==> src/rtl/ethernet_header_pkg.sv <==
// Shared Ethernet constants and types for the RMII receive/transmit path.
package ethernet_header_pkg;

   localparam logic [31:0] CRC32_POLY    = 32'hEDB8_8320;
   localparam logic [31:0] CRC32_RESIDUE = 32'hDEBB_20E3;
   localparam logic [1:0]  DIBIT_PRE     = 2'b01;
   localparam logic [1:0]  DIBIT_SFD     = 2'b11;
   localparam int          HDR_BYTES     = 14;

   typedef struct packed {
      logic        fcs_ok;
      logic        len_err;
      logic        align_err;
      logic [10:0] bytes;
   } frame_status_t;

   typedef enum logic [1:0] {
      IDLE     = 2'd0,
      PREAMBLE = 2'd1,
      DATA     = 2'd2,
      DROP     = 2'd3
   } rx_state_t;

endpackage

==> src/rtl/crc32_dibit.sv <==
// Combinational CRC-32 advance by one RMII dibit (reflected polynomial,
// bit [0] of the dibit enters first).
module crc32_dibit
   import ethernet_header_pkg::*;
(
   input  logic [31:0] crc_in,
   input  logic [1:0]  dibit,
   output logic [31:0] crc_out
);

   logic [2:0][31:0] stage;

   assign stage[0] = crc_in;

   generate
      for (genvar gi = 0; gi < 2; gi++) begin : g_bit
         assign stage[gi+1] = (stage[gi][0] ^ dibit[gi]) ? ((stage[gi] >> 1) ^ CRC32_POLY)
                                                          : (stage[gi] >> 1);
      end
   endgenerate

   assign crc_out = stage[2];

endmodule

==> config.mk <==
export PLATFORM = sky130hd
export DESIGN_NAME = crc32_dibit
export DESIGN_NICKNAME = d
export VERILOG_FILES = /design/src/rtl/ethernet_header_pkg.sv /design/src/rtl/crc32_dibit.sv
export SDC_FILE = /design/constraint.sdc
export NUM_CORES = 1
export LEC_CHECK = 0
export ABC_AREA = 0
export CELL_PAD_IN_SITES_DETAIL_PLACEMENT = 0
export CELL_PAD_IN_SITES_GLOBAL_PLACEMENT = 1
export CORE_MARGIN = 2
export CORE_UTILIZATION = 13
export DETAILED_ROUTE_END_ITERATION = 10
export PLACE_DENSITY_LB_ADDON = 0.1
export SYNTH_ARGS = -nofsm -noshare
export SYNTH_HDL_FRONTEND = slang
export SYNTH_SLANG_ARGS = --single-unit
==> constraint.sdc <==
create_clock -name vclk -period 1.5
set_input_delay 0.375 -clock vclk [all_inputs]
set_output_delay 0.375 -clock vclk [all_outputs]
set_load 0.1 [all_outputs]
==> results.yml <==
sta:
  period_minus_slack_ps: 1850
  hold_viol: 0
  holdWs_ps: 750
  worst_pin_slew_ps: 197
  slew_headroom_pct: 86.9
  period_share_pct: 123
  drv_slew: 0
  fmax_mhz: 541
  tns_ps: -4820
  setup_violations: 21
  setup_slack_ps: -349
  rsz0062_at_grt: "true"
placement:
  routabilityCongestion: 0.603
  dp_hpwl_mm: 1.32
  port_buffers: 44
layout:
  final_net_count: 114
  drive_gt1_share_pct: 75.6
  regArea_um2: 0
  area_growth_pct: 253
  clockBufferCount: 0
  design.seq.count: 0
  num_antenna_cells: 0
  fin_util_pct: 48.0
  final_common_cell: "buf_12"
  final_cell_mix: "22 x buf_12, 15 x xnor2_4, 15 x clkdlybuf4s50_1, 6 x xor3_4, 6 x buf_4"
route:
  detail_route.drc_violations: 0
  drt_first_pass_iters: 2
  vias: 404
  via_per_inst: 3.31
  finalWirelength_mm: 1.48
  drt_iter0_markers: 1
  antenna_left: 0
  wire_per_inst_um: 12.1
floorplan:
  fp.dieW_um: 60.4
  die_h_um: 60.4
  pin_count: 66
  rows: 20
  dieArea_um2: 3650
  core_area_um2: 3050
  initial_core_util_pct: 13.6
min_path:
  hold_end: "crc_out[12]"
  hp-start: "crc_in[14]"
  hp-class: "in2out"
  whs_path_depth: 0
synthesis:
  seq_area_frac_synth_pct: 0
  synthCells: 36
  syn_nets: 70
  syn_area_um2: 414
  ys_types: 8
  avgSynthCellArea_um2: 11.5
  yosys_warnings: 0
power_and_ir_drop:
  power_density_nw_per_um2: 1210
  vdd_drop_max_mv: 0.675
  power.total_mw: 1.78
  p_leak_nw: 0.628
setup_path:
  critPathLaunchType: "input port"
  cp.arrival_ps: 1470
  path_cells: "buf_8 > xnor2_4 > buf_6 > xor3_4 > buf_12"
  end_kind: "output port"
  cpPeakStageDelay_ps: 500
  cp_num_buf_inv: 3
  path_max_fanout: 5
  critical_path_required_ps: 1120
  path_class: "in2out"
  critPathSlowestCell: "xor3_4"
  path_delay_family: "XOR/XNOR gates"
run_status:
  violations: "negative setup slack"
  status: "finished with violations"
global_routing:
  grt_max_degree: 9
  grtUsageTotal_pct: 7.78
  grt_pass1_vias: 403
  antenna_found_initial: 0
  grt_overflow: 0
  grt_pass1_wl_mm: 2.13
run:
  cap_viol_max_count: 0
cts:
  hold_buffers: 0
[worst max path at each step]
stage                         start           to  slack [ps]  cells past startpoint
final                      dibit[1]  crc_out[19]        -350                      5
after global routing       dibit[1]  crc_out[19]        -380                      5
after CTS                 crc_in[0]  crc_out[29]        -360                      5
after detailed placement   dibit[0]  crc_out[19]        -770                      4
after global placement     dibit[0]  crc_out[19]        -750                      4
after floorplan            dibit[0]  crc_out[26]        -410                      3
[Yosys cell counts (all sizes together)]
cell   instances  area share, %
buf           13             25
inv            1           0.91
xnor2         15             34
xor2           1            2.1
xor3           6             38
[logic make-up (layout without fill, tap and decap cells)]
group                     count (synthesis)  after routing  share of synthesized area (%)
xor gates and xnor gates                 22             22                           73.7
buffers and inverters                    14             56                           26.3
[layer usage]
metal | vias to the layer above | track usage, % | part of all wire (%)
met5 | - | 0 | 0
met4 | 0 | 2.17 | 3.0
met3 | 10 | 1.92 | 16
met2 | 42 | 13.0 | 44
met1 | 167 | 10.0 | 37
li1 | 185 | - | -
[area by class of cell]
type / instances / area (µm²)
fill: 281 / 1590
inverter: 1 / 7.51
tap: 44 / 55.1
timing repair buffer: 55 / 796
multi-input combinational: 22 / 606
[through the flow]
stage / std cells / worst slack, ps / area [µm²]
global route: 122 / -381 / 1460
finish: 122 / -349 / 1460
global placement: 116 / -753 / 1370
floorplan: 36 / -407 / 736
detailed placement: 116 / -772 / 1370
CTS: 122 / -364 / 1450
[power breakdown]
group          total [mW]  internal [mW]  switching [mW]  leakage [nW]
Combinational        1.78          0.744            1.03         0.628
Clock                   0              0               0             0
Sequential              0              0               0             0
Total                1.78          0.744            1.03         0.628
[repair_timing]
action,CTS,global route
setup endpoints to repair,21,21
setup buffers,6,1
pin swaps,10,4
gates resized for setup,35,4
Note: power is estimated with default switching activity, not from simulation.
